`src/rtl/rv32i_instr_encoder_pkg.sv`:
```
// Shared RV32I encoding constants: ALUControl op codes, instruction formats,
// opcode/funct fields and fixed instruction words.
package rv32i_instr_encoder_pkg;

   // ALUControl op codes shared with the control unit; 40..63 are unassigned
   localparam logic [5:0] OP_LUI    = 6'd0;
   localparam logic [5:0] OP_AUIPC  = 6'd1;
   localparam logic [5:0] OP_JAL    = 6'd2;
   localparam logic [5:0] OP_JALR   = 6'd3;
   localparam logic [5:0] OP_BEQ    = 6'd4;
   localparam logic [5:0] OP_BNE    = 6'd5;
   localparam logic [5:0] OP_BLT    = 6'd6;
   localparam logic [5:0] OP_BGE    = 6'd7;
   localparam logic [5:0] OP_BLTU   = 6'd8;
   localparam logic [5:0] OP_BGEU   = 6'd9;
   localparam logic [5:0] OP_LB     = 6'd10;
   localparam logic [5:0] OP_LH     = 6'd11;
   localparam logic [5:0] OP_LW     = 6'd12;
   localparam logic [5:0] OP_LBU    = 6'd13;
   localparam logic [5:0] OP_LHU    = 6'd14;
   localparam logic [5:0] OP_SB     = 6'd15;
   localparam logic [5:0] OP_SH     = 6'd16;
   localparam logic [5:0] OP_SW     = 6'd17;
   localparam logic [5:0] OP_ADDI   = 6'd18;
   localparam logic [5:0] OP_SLTI   = 6'd19;
   localparam logic [5:0] OP_SLTIU  = 6'd20;
   localparam logic [5:0] OP_XORI   = 6'd21;
   localparam logic [5:0] OP_ORI    = 6'd22;
   localparam logic [5:0] OP_ANDI   = 6'd23;
   localparam logic [5:0] OP_SLLI   = 6'd24;
   localparam logic [5:0] OP_SRLI   = 6'd25;
   localparam logic [5:0] OP_SRAI   = 6'd26;
   localparam logic [5:0] OP_ADD    = 6'd27;
   localparam logic [5:0] OP_SUB    = 6'd28;
   localparam logic [5:0] OP_SLL    = 6'd29;
   localparam logic [5:0] OP_SLT    = 6'd30;
   localparam logic [5:0] OP_SLTU   = 6'd31;
   localparam logic [5:0] OP_XOR    = 6'd32;
   localparam logic [5:0] OP_SRL    = 6'd33;
   localparam logic [5:0] OP_SRA    = 6'd34;
   localparam logic [5:0] OP_OR     = 6'd35;
   localparam logic [5:0] OP_AND    = 6'd36;
   localparam logic [5:0] OP_FENCE  = 6'd37;
   localparam logic [5:0] OP_ECALL  = 6'd38;
   localparam logic [5:0] OP_EBREAK = 6'd39;

   // RV32I major opcodes
   localparam logic [6:0] OPC_LUI    = 7'b0110111;
   localparam logic [6:0] OPC_AUIPC  = 7'b0010111;
   localparam logic [6:0] OPC_JAL    = 7'b1101111;
   localparam logic [6:0] OPC_JALR   = 7'b1100111;
   localparam logic [6:0] OPC_BRANCH = 7'b1100011;
   localparam logic [6:0] OPC_LOAD   = 7'b0000011;
   localparam logic [6:0] OPC_STORE  = 7'b0100011;
   localparam logic [6:0] OPC_OPIMM  = 7'b0010011;
   localparam logic [6:0] OPC_OP     = 7'b0110011;

   localparam logic [6:0] F7_BASE = 7'b0000000;
   localparam logic [6:0] F7_ALT  = 7'b0100000;

   localparam logic [31:0] NOP_WORD    = 32'h0000_0013;
   localparam logic [31:0] FENCE_WORD  = 32'h0FF0_000F;
   localparam logic [31:0] ECALL_WORD  = 32'h0000_0073;
   localparam logic [31:0] EBREAK_WORD = 32'h0010_0073;

   // Instruction-type codes; FmtIsh is the shift-immediate flavour of I-type
   typedef enum logic [3:0] {
      FmtBad, FmtU, FmtJ, FmtI, FmtIsh, FmtS, FmtB, FmtR, FmtFixed
   } fmt_e;

   typedef struct packed {
      fmt_e       fmt;
      logic [6:0] opc;
      logic [2:0] f3;
      logic [6:0] f7;
   } op_info_t;

   // Decode table: op code -> format and fixed opcode/funct fields
   function automatic op_info_t op_info(input logic [5:0] op);
      op_info_t i;
      case (op)
         OP_LUI:    i = '{FmtU,     OPC_LUI,    3'b000, F7_BASE};
         OP_AUIPC:  i = '{FmtU,     OPC_AUIPC,  3'b000, F7_BASE};
         OP_JAL:    i = '{FmtJ,     OPC_JAL,    3'b000, F7_BASE};
         OP_JALR:   i = '{FmtI,     OPC_JALR,   3'b000, F7_BASE};
         OP_BEQ:    i = '{FmtB,     OPC_BRANCH, 3'b000, F7_BASE};
         OP_BNE:    i = '{FmtB,     OPC_BRANCH, 3'b001, F7_BASE};
         OP_BLT:    i = '{FmtB,     OPC_BRANCH, 3'b100, F7_BASE};
         OP_BGE:    i = '{FmtB,     OPC_BRANCH, 3'b101, F7_BASE};
         OP_BLTU:   i = '{FmtB,     OPC_BRANCH, 3'b110, F7_BASE};
         OP_BGEU:   i = '{FmtB,     OPC_BRANCH, 3'b111, F7_BASE};
         OP_LB:     i = '{FmtI,     OPC_LOAD,   3'b000, F7_BASE};
         OP_LH:     i = '{FmtI,     OPC_LOAD,   3'b001, F7_BASE};
         OP_LW:     i = '{FmtI,     OPC_LOAD,   3'b010, F7_BASE};
         OP_LBU:    i = '{FmtI,     OPC_LOAD,   3'b100, F7_BASE};
         OP_LHU:    i = '{FmtI,     OPC_LOAD,   3'b101, F7_BASE};
         OP_SB:     i = '{FmtS,     OPC_STORE,  3'b000, F7_BASE};
         OP_SH:     i = '{FmtS,     OPC_STORE,  3'b001, F7_BASE};
         OP_SW:     i = '{FmtS,     OPC_STORE,  3'b010, F7_BASE};
         OP_ADDI:   i = '{FmtI,     OPC_OPIMM,  3'b000, F7_BASE};
         OP_SLTI:   i = '{FmtI,     OPC_OPIMM,  3'b010, F7_BASE};
         OP_SLTIU:  i = '{FmtI,     OPC_OPIMM,  3'b011, F7_BASE};
         OP_XORI:   i = '{FmtI,     OPC_OPIMM,  3'b100, F7_BASE};
         OP_ORI:    i = '{FmtI,     OPC_OPIMM,  3'b110, F7_BASE};
         OP_ANDI:   i = '{FmtI,     OPC_OPIMM,  3'b111, F7_BASE};
         OP_SLLI:   i = '{FmtIsh,   OPC_OPIMM,  3'b001, F7_BASE};
         OP_SRLI:   i = '{FmtIsh,   OPC_OPIMM,  3'b101, F7_BASE};
         OP_SRAI:   i = '{FmtIsh,   OPC_OPIMM,  3'b101, F7_ALT};
         OP_ADD:    i = '{FmtR,     OPC_OP,     3'b000, F7_BASE};
         OP_SUB:    i = '{FmtR,     OPC_OP,     3'b000, F7_ALT};
         OP_SLL:    i = '{FmtR,     OPC_OP,     3'b001, F7_BASE};
         OP_SLT:    i = '{FmtR,     OPC_OP,     3'b010, F7_BASE};
         OP_SLTU:   i = '{FmtR,     OPC_OP,     3'b011, F7_BASE};
         OP_XOR:    i = '{FmtR,     OPC_OP,     3'b100, F7_BASE};
         OP_SRL:    i = '{FmtR,     OPC_OP,     3'b101, F7_BASE};
         OP_SRA:    i = '{FmtR,     OPC_OP,     3'b101, F7_ALT};
         OP_OR:     i = '{FmtR,     OPC_OP,     3'b110, F7_BASE};
         OP_AND:    i = '{FmtR,     OPC_OP,     3'b111, F7_BASE};
         OP_FENCE:  i = '{FmtFixed, 7'd0,       3'b000, F7_BASE};
         OP_ECALL:  i = '{FmtFixed, 7'd0,       3'b000, F7_BASE};
         OP_EBREAK: i = '{FmtFixed, 7'd0,       3'b000, F7_BASE};
         default:   i = '{FmtBad,   7'd0,       3'b000, F7_BASE};
      endcase
      return i;
   endfunction

endpackage

```
`src/rtl/rv32i_instr_encoder_field_pack.sv`:
```
// Combinational packer: op code plus register/immediate fields -> RV32I word,
// with an illegal flag that replaces the word by a NOP.
module rv32i_field_pack
   import rv32i_instr_encoder_pkg::*;
(
   input  logic [5:0]  op,
   input  logic [4:0]  rd,
   input  logic [4:0]  rs1,
   input  logic [4:0]  rs2,
   input  logic [31:0] imm,
   output logic [31:0] word,
   output logic        illegal
);

   op_info_t    info;
   logic [31:0] raw;
   logic        bad;
   logic        fits_i, fits_b, fits_j, fits_u, fits_sh;

   assign info = op_info(op);

   // Range checks: every bit above the field's sign bit must match it
   assign fits_i  = (&imm[31:11]) | ~(|imm[31:11]);
   assign fits_b  = ((&imm[31:12]) | ~(|imm[31:12])) & ~imm[0];
   assign fits_j  = ((&imm[31:20]) | ~(|imm[31:20])) & ~imm[0];
   assign fits_u  = ~(|imm[11:0]);
   assign fits_sh = ~(|imm[31:5]);

   // Assemble the word for the decoded format and flag out-of-range requests
   always_comb begin
      raw = NOP_WORD;
      bad = 1'b0;
      case (info.fmt)
         FmtU: begin
            raw = {imm[31:12], rd, info.opc};
            bad = ~fits_u;
         end
         FmtJ: begin
            raw = {imm[20], imm[10:1], imm[11], imm[19:12], rd, info.opc};
            bad = ~fits_j;
         end
         FmtI: begin
            raw = {imm[11:0], rs1, info.f3, rd, info.opc};
            bad = ~fits_i;
         end
         FmtIsh: begin
            raw = {info.f7, imm[4:0], rs1, info.f3, rd, info.opc};
            bad = ~fits_sh;
         end
         FmtS: begin
            raw = {imm[11:5], rs2, rs1, info.f3, imm[4:0], info.opc};
            bad = ~fits_i;
         end
         FmtB: begin
            raw = {imm[12], imm[10:5], rs2, rs1, info.f3, imm[4:1], imm[11], info.opc};
            bad = ~fits_b;
         end
         FmtR: begin
            raw = {info.f7, rs2, rs1, info.f3, rd, info.opc};
         end
         FmtFixed: begin
            case (op)
               OP_FENCE: raw = FENCE_WORD;
               OP_ECALL: raw = ECALL_WORD;
               default:  raw = EBREAK_WORD;
            endcase
         end
         default: bad = 1'b1;
      endcase
   end

   assign word    = bad ? NOP_WORD : raw;
   assign illegal = bad;

endmodule

```
`src/rtl/rv32i_instr_encoder.sv`:
```
// Sequential RV32I encoder: valid/ready request in, 2-entry FIFO of
// {word, pc, err} out, with a running PC and accept counter.
module rv32i_instr_encoder
   import rv32i_instr_encoder_pkg::*;
#(
   parameter logic [31:0] BASE_ADDR = 32'h0000_0000
) (
   input  logic        CLK,
   input  logic        RST_N,
   input  logic        restart,
   input  logic        in_valid,
   output logic        in_ready,
   input  logic [5:0]  in_op,
   input  logic [4:0]  in_rd,
   input  logic [4:0]  in_rs1,
   input  logic [4:0]  in_rs2,
   input  logic [31:0] in_imm,
   output logic        out_valid,
   input  logic        out_ready,
   output logic [31:0] out_instr,
   output logic [31:0] out_addr,
   output logic        out_err,
   output logic        err_sticky,
   output logic [15:0] instr_count
);

   logic [31:0] pack_word;
   logic        pack_illegal;
   logic        push, pop;

   logic [1:0]  count_q, count_d;
   logic        wr_ptr_q, wr_ptr_d;
   logic        rd_ptr_q, rd_ptr_d;
   logic [31:0] addr_q, addr_d;
   logic        err_sticky_q, err_sticky_d;
   logic [15:0] instr_count_q, instr_count_d;

   logic [31:0] fifo_instr_q [2];
   logic [31:0] fifo_addr_q  [2];
   logic        fifo_err_q   [2];

   rv32i_field_pack u_field_pack (
      .op      (in_op),
      .rd      (in_rd),
      .rs1     (in_rs1),
      .rs2     (in_rs2),
      .imm     (in_imm),
      .word    (pack_word),
      .illegal (pack_illegal)
   );

   // Ready depends only on registered occupancy, never on out_ready
   assign in_ready  = (count_q != 2'd2) & ~restart;
   assign push      = in_valid & in_ready;
   assign out_valid = (count_q != 2'd0);
   assign pop       = out_valid & out_ready & ~restart;

   // Next-state for occupancy, pointers, PC and counters; restart wins
   always_comb begin
      count_d       = count_q;
      wr_ptr_d      = wr_ptr_q;
      rd_ptr_d      = rd_ptr_q;
      addr_d        = addr_q;
      err_sticky_d  = err_sticky_q;
      instr_count_d = instr_count_q;
      if (restart) begin
         count_d       = 2'd0;
         wr_ptr_d      = 1'b0;
         rd_ptr_d      = 1'b0;
         addr_d        = BASE_ADDR;
         err_sticky_d  = 1'b0;
         instr_count_d = 16'd0;
      end else begin
         if (push) begin
            wr_ptr_d      = ~wr_ptr_q;
            addr_d        = addr_q + 32'd4;
            instr_count_d = instr_count_q + 16'd1;
            if (pack_illegal) begin
               err_sticky_d = 1'b1;
            end
         end
         if (pop) begin
            rd_ptr_d = ~rd_ptr_q;
         end
         case ({push, pop})
            2'b10:   count_d = count_q + 2'd1;
            2'b01:   count_d = count_q - 2'd1;
            default: count_d = count_q;
         endcase
      end
   end

   // Control state registers
   always_ff @(posedge CLK or negedge RST_N) begin
      if (!RST_N) begin
         count_q       <= 2'd0;
         wr_ptr_q      <= 1'b0;
         rd_ptr_q      <= 1'b0;
         addr_q        <= BASE_ADDR;
         err_sticky_q  <= 1'b0;
         instr_count_q <= 16'd0;
      end else begin
         count_q       <= count_d;
         wr_ptr_q      <= wr_ptr_d;
         rd_ptr_q      <= rd_ptr_d;
         addr_q        <= addr_d;
         err_sticky_q  <= err_sticky_d;
         instr_count_q <= instr_count_d;
      end
   end

   // FIFO storage; reset contents define the idle output values
   always_ff @(posedge CLK or negedge RST_N) begin
      if (!RST_N) begin
         for (int i = 0; i < 2; i++) begin
            fifo_instr_q[i] <= 32'd0;
            fifo_addr_q[i]  <= BASE_ADDR;
            fifo_err_q[i]   <= 1'b0;
         end
      end else if (push) begin
         fifo_instr_q[wr_ptr_q] <= pack_word;
         fifo_addr_q[wr_ptr_q]  <= addr_q;
         fifo_err_q[wr_ptr_q]   <= pack_illegal;
      end
   end

   assign out_instr   = fifo_instr_q[rd_ptr_q];
   assign out_addr    = fifo_addr_q[rd_ptr_q];
   assign out_err     = fifo_err_q[rd_ptr_q] & out_valid;
   assign err_sticky  = err_sticky_q;
   assign instr_count = instr_count_q;

endmodule

```
`config.mk`:
```
export PLATFORM = sky130hd
export DESIGN_NAME = rv32i_instr_encoder
export DESIGN_NICKNAME = d
export VERILOG_FILES = /design/src/rtl/rv32i_instr_encoder_pkg.sv /design/src/rtl/rv32i_instr_encoder_field_pack.sv /design/src/rtl/rv32i_instr_encoder.sv
export SDC_FILE = /design/constraint.sdc
export NUM_CORES = 1
export LEC_CHECK = 0
export CAP_MARGIN = 10
export CELL_PAD_IN_SITES_DETAIL_PLACEMENT = 1
export CELL_PAD_IN_SITES_GLOBAL_PLACEMENT = 2
export CORE_UTILIZATION = 36
export CTS_CLUSTER_DIAMETER = 150
export DETAILED_ROUTE_END_ITERATION = 8
export PLACE_DENSITY = 0.92
export SETUP_SLACK_MARGIN = 0.15
export SYNTH_ARGS = -nofsm -noshare
export SYNTH_HDL_FRONTEND = slang
export SYNTH_SLANG_ARGS = --single-unit
```
`constraint.sdc`:
```
create_clock -name CLK -period 3.6 [get_ports CLK]
set_clock_uncertainty 0.15 [all_clocks]
set_input_delay 0.72 -clock CLK [delete_from_list [all_inputs] [get_ports CLK]]
set_output_delay 0.72 -clock CLK [all_outputs]
set_load 0.05 [all_outputs]
```
==> flow_metrics.py, run 1 <==
metrics = {
    "route": {
        "routed_wl_um": 27570,
        "vias": 7983,
        "drtAntennaViolNets": 0,
        "vias_per_cell": 5.329,
        "drt_iter0_drc": 489,
        "wl_per_cell_um": 18.40,
        "drtPass1Iterations": 5,
        "drc": 0,
    },
    "die": {
        "fp.dieW_um": 161.6,
        "die-area_mm2": 0.02612,
        "boundaryPins": 142,
        "start_util_pct": 36.53,
        "placementRows": 58,
        "die_y_um": 161.6,
        "core_area_mm2": 0.02511,
    },
    "clock_network": {
        "cts_hold_buf": 0,
        "numCtsBuffers": 17,
        "cts_resized": 0,
        "postCtsSetupRepairBufs": 0,
        "worstSkewPairLatency_ns": 0.43,
        "cts_buffer_depth": 2,
        "cts_tree": "built",
        "cts_root_buffer": "clkbuf_16",
        "htreeDepth": 4,
        "clk_pin_slew_ns": 0.08,
        "cts_sinks": 175,
    },
    "setup_path": {
        "setup.worst_path.class": "reg2out",
        "worstPathMaxFanout": 18,
        "r2r-start": "addr_q[9]",
        "cp-startpoint": "rd_ptr_q",
        "crit_path_start_kind": "flop",
        "end_kind": "output port",
        "required_ns": 2.73,
        "arrival_ns": 2.49,
    },
    "power": {
        "cellPowerDensity_mw_per_mm2": 438.0,
        "p_leak_uw": 0.005297,
        "peakVddDrop_uv": 294.3,
    },
    "layout": {
        "final_area_mm2": 0.01177,
        "fin_nets": 1222,
        "fin_cells": 1498,
        "drive_gt1_share_pct": 13.96,
        "diodes": 0,
        "fillerInstances": 2906,
        "area_growth_pct": 28.30,
    },
    "global_route": {
        "grt_pass1_vias": 8429,
        "grt-ovfl-total": 0,
        "grt_first_pass_wirelength_um": 45400,
        "grt.total_usage_pct": 22.06,
        "grt_max_degree": 92,
        "grt_antenna_before_repair": 0,
    },
    "sta": {
        "grt_setup_unrepaired": "false",
        "period_needed_ns": 3.363,
        "finalSetupTns_ns": 0,
        "tightest_slew_ns": 0.8658,
        "maxSlewViolCount": 0,
        "relSlewSlack_pct": 42.28,
        "min_period_over_period_pct": 93.43,
        "hold_viol": 0,
        "layout_setup_ws_ns": 0.2367,
        "finalSetupViolations": 0,
        "max_freq_ghz": 0.2973,
    },
    "outcome": {
        "status": "completed",
    },
    "synthesis": {
        "synth-edff-count": 0,
        "synth_ff_type": "dfrtp_1",
        "synthArstFlopShare_pct": 100.0,
        "synth_cell_types": 62,
        "synth_seq_area_share_pct": 47.74,
        "synth_warnings": 0,
        "postSynthAreaPerCell_um2": 9.082,
        "syn_area_mm2": 0.009173,
        "syn_inst": 1010,
        "synth_seq_cells": 175,
    },
    "flow_run": {
        "maxCapViolCount": 0,
    },
    "worst_hold_path": {
        "hp-class": "in2async",
    },
    "placed_design": {
        "place_area_mm2": 0.01114,
        "placed_cells": 1466,
        "dp_hpwl_um": 19850,
        "gp_congestion": 0.8701,
        "io_buffers": 139,
        "post-place-ws_ns": -0.1409,
    },
}
## worst max-delay path, cell delays in order, from the launching register on
cell             delay, ns
dfrtp_2               0.60
buf_4                 0.35
mux2_2                0.38
clkdlybuf4s50_1       0.71
## final cells by class
class	instances	area (um2)	area share, %
Multi-Input combinational cell	756	4448	37.80
Sequential cell	175	4380	37.22
Timing Repair Buffer	191	1856	15.77
Clock buffer	17	425.4	3.615
Tap cell	330	412.9	3.508
Clock inverter	15	193.9	1.648
Inverter	14	52.55	0.4465
## layer usage
layer | track usage [%] | wire length [um]
met1 | 30.41 | 12970
met2 | 35.60 | 13030
met3 | 3.698 | 1081
met4 | 6.261 | 483
met5 | 0 | 0
## where the power goes
group,switching [uW],internal (uW)
registers,74.3,2080
logic,657,387
clock network,891,1060
## flip-flops by register name (all words and copies together), names as in the netlist
signal and flops:
fifo_err_q 2, instr_count 16, fifo_addr_q 60, rd_ptr_q 1, count_q 2, addr_q 30, err_sticky 1, fifo_instr_q 62
wr_ptr_q 1
## Yosys cell counts (4+ instances only)
cell	n	area (um2)
clkbuf_1	46	172.7
nand2_1	291	1092
buf_1	4	15.01
nand3_1	22	110.1
nand4_1	16	100.1
a221oi_1	7	61.31
and3_1	9	56.30
inv_1	14	52.55
xor2_1	21	183.9
nor2_1	69	259.0
buf_6	7	78.83
xnor2_1	13	113.9
ha_1	9	112.6
a211oi_1	4	30.03
dfrtp_1	175	4379
mux2i_1	8	80.08
mux2_2	63	709.4
nor3_1	15	75.07
a21oi_1	28	140.1
buf_2	6	30.03
o31ai_1	56	420.4
o21ai_0	21	105.1
a221o_1	5	50.05
a22oi_1	14	105.1
nor4_1	9	56.30
nand2b_1	8	50.05
or3_1	5	31.28
and2_1	6	37.54
nor2b_1	5	31.28
## cell families (layout without fill, tap and decap cells)
family | after synthesis | count (layout) | synth area share (%)
AOI/OAI and AO/OA | 171 | 171 | 13.19
xor gates and xnor gates | 34 | 34 | 3.247
adders and majority gates | 9 | 9 | 1.228
buffers and inverters | 80 | 237 | 4.051
DFF | 175 | 175 | 47.74
muxes | 71 | 71 | 8.607
other | 1 | 2 | 0.04088
and+or+nand+nor | 469 | 469 | 21.89
## path summary, 6_finish.rpt
| check | endpoint | slack (ns) | cells after the start |
|---|---|---|---|
| max in group asynchronous | fifo_instr_q[13] | 2.14 | 2 |
| worst max-delay path | out_addr[15] | 0.24 | 3 |
| worst min-delay path | instr_count[5] | 0.20 | 1 |
| worst max register to register | addr_q[28] | 1.30 | 6 |
| min in group CLK | fifo_addr_q[23] | 0.32 | 2 |
| worst min register to register | fifo_addr_q[23] | 0.32 | 2 |
## cells in the final DEF, fill, tap and decap left out, types with 13 or more instances in the layout
cell type | netlist | layout
nand2_1 | 291 | 290
nand3_1 | 22 | 22
a22oi_1 | 14 | 14
nor2_1 | 69 | 66
clkbuf_16 | 0 | 17
o31ai_1 | 56 | 56
xnor2_1 | 13 | 13
o21ai_0 | 21 | 20
clkdlybuf4s50_1 | 0 | 137
nor3_1 | 15 | 15
nand4_1 | 16 | 16
xor2_1 | 21 | 21
dfrtp_1 | 175 | 174
mux2_2 | 63 | 63
inv_1 | 14 | 14
a21oi_1 | 28 | 27
buf_4 | 3 | 47
## metrics by stage
step                      util, %  hold WS, ns  total power (uW)
final                       46.87       0.1995              5155
after global routing        46.87       0.2579              5369
after CTS                   46.84       0.2530              5209
after detailed placement    44.37       0.3070              3237
after global placement      44.37       0.2945              3216
after floorplan                 -       0.2744              2818
No activity file was read; power rests on OpenSTA's default activity.
==> run 2: changes to the inputs <==
Settings changed: CORE_MARGIN set to 5.
==> run 2 against run 1 <==
Sequential cell count unchanged. Largest cell class unchanged. Wire length increased by 2.5%. Die area increased by 10%. Critical path type is now in2reg. Critical path depth increased by 9. Maximum frequency increased by 3.8%. Clock-buffer cell count unchanged. Clock power decreased by 6%.
==> flow_metrics.py, run 2 (synthesized netlist as in run 1, its figures left out) <==
metrics = {
    "clock_network": {
        "cts_buffer_depth": 2,
        "cts_root_buffer": "clkbuf_16",
        "worstSkewPairLatency_ns": 0.43,
        "clk_pin_slew_ns": 0.08,
        "cts_sinks": 175,
        "numCtsBuffers": 17,
        "cts_tree": "built",
        "htreeDepth": 4,
    },
    "route": {
        "drtAntennaViolNets": 0,
        "drt_iter0_drc": 490,
        "vias": 8030,
        "drtPass1Iterations": 4,
        "wl_per_cell_um": 18.62,
        "drc": 0,
        "vias_per_cell": 5.293,
        "routed_wl_um": 28240,
    },
    "die": {
        "boundaryPins": 142,
        "fp.dieW_um": 169.6,
        "start_util_pct": 36.53,
        "core_area_mm2": 0.02511,
        "die-area_mm2": 0.02877,
        "placementRows": 58,
        "die_y_um": 169.6,
    },
    "setup_path": {
        "crit_slowest_cell": "clkdlybuf4s50_1",
        "crit_path_start_kind": "primary input",
        "required_ns": 3.77,
        "critPathTopFamily": "buffers and inverters",
        "cpPeakStageDelay_ns": 0.46,
        "path_buf_inv": 4,
        "setup.worst_path.class": "in2reg",
        "path_cells": "clkdlybuf4s50_1 -> inv_1 -> ha_1 -> nor2_1 -> buf_4 -> o2bb2ai_2 -> and2_1 -> nor2_1 -> nor2_1 -> a22oi_1 -> buf_4 -> o31ai_1",
        "end_kind": "flop",
        "worstPathMaxFanout": 8,
        "path_common_cell": "nor2_1",
        "arrival_ns": 3.41,
    },
    "layout": {
        "area_growth_pct": 29.37,
        "utilization_pct": 47.26,
        "fin_cells": 1517,
        "drive_gt1_share_pct": 15.08,
        "largest_register_ffs": 62,
        "final_common_cell": "nand2_1",
        "top_regs": "fifo_instr_q x62, fifo_addr_q x60, addr_q x30",
        "layout_common_cells": "nand2_1, dfrtp_1, clkdlybuf4s50_1",
        "fin_nets": 1241,
        "fillerInstances": 2948,
        "largest_register": "fifo_instr_q",
        "diodes": 0,
    },
    "placed_design": {
        "gp_congestion": 0.8728,
        "dp_hpwl_um": 20650,
        "io_buffers": 139,
        "post-place-ws_ns": -0.1560,
        "placed_cells": 1485,
    },
    "sta": {
        "hold_viol": 0,
        "maxSlewViolCount": 0,
        "period_needed_ns": 3.239,
        "min_period_over_period_pct": 89.97,
        "layout_setup_ws_ns": 0.3610,
        "max_freq_ghz": 0.3087,
        "grt_setup_unrepaired": "false",
        "relSlewSlack_pct": 49.27,
        "finalSetupViolations": 0,
        "tightest_slew_ns": 0.7609,
    },
    "global_route": {
        "grt_antenna_before_repair": 0,
        "grt_first_pass_wirelength_um": 46550,
        "grt_pass1_vias": 8531,
        "grt_max_degree": 72,
        "grt-ovfl-total": 0,
        "grt.total_usage_pct": 19.93,
    },
    "outcome": {
        "status": "completed",
    },
    "flow_run": {
        "maxCapViolCount": 0,
    },
    "power": {
        "power.total_uw": 5065,
        "cellPowerDensity_mw_per_mm2": 426.8,
        "p_leak_uw": 0.005367,
        "peakVddDrop_uv": 295.6,
    },
    "worst_hold_path": {
        "hp-class": "in2async",
    },
}
[run 2: worst paths after layout]
kind | start | endpoint | slack [ns] | cells after the start
worst max-delay path | in_op[0] | fifo_instr_q[46] | 0.36 | 12
worst min-delay path | RST_N | instr_count[7] | 0.10 | 1
worst max register to register | count_q[0] | fifo_instr_q[7] | 1.21 | 8
worst min register to register | fifo_instr_q[33] | fifo_instr_q[33] | 0.32 | 1
max in group asynchronous | RST_N | fifo_addr_q[63] | 2.42 | 2
min in group CLK | fifo_instr_q[33] | fifo_instr_q[33] | 0.32 | 1
[run 2: timing repair]
action,4_1_cts,5_1_grt
setup endpoints to repair,0,9
hold buffers,0,0
hold endpoints to repair,0,0
buffers inserted,0,0
gates resized for setup,0,2
[run 2: per-layer routing]
| layer | part of all wire, % | vias to the layer above | global-route usage, % |
|---|---|---|---|
| met4 | 1.2 | 0 | 4.165 |
| met3 | 4.2 | 25 | 3.634 |
| met2 | 47 | 160 | 31.90 |
| met5 | 0 | - | 0 |
| met1 | 47 | 4027 | 28.46 |
| li1 | - | 3818 | - |
[run 2: final cells by class]
class | count | area [um2] | area share, %
clock buffers | 17 | 425.4 | 3.585
clock inverters | 15 | 170.2 | 1.434
inverters | 14 | 52.55 | 0.4429
multi-input cells | 756 | 4437 | 37.39
flip-flops and latches | 175 | 4380 | 36.91
well taps | 330 | 412.9 | 3.480
repair buffers | 210 | 1988 | 16.75
[run 2: metrics by stage]
| step | hold slack [ns] | cell area, um2 | setup TNS, ns |
|---|---|---|---|
| 6_report | 0.1000 | 11870 | 0 |
| 5_1_grt | 0.1318 | 11870 | 0 |
| 4_1_cts | 0.1122 | 11860 | 0 |
| 3_5_place_dp | 0.3044 | 11260 | -0.3943 |
| 3_3_place_gp | 0.2967 | 11260 | 0 |
| 2_1_floorplan | 0.2744 | 9176 | 0 |
[run 2: where the power goes]
part           internal (uW)  switching [uW]  total [uW]
clock                    933             903        1840
combinational            406             669        1070
sequential              2080            70.0        2150
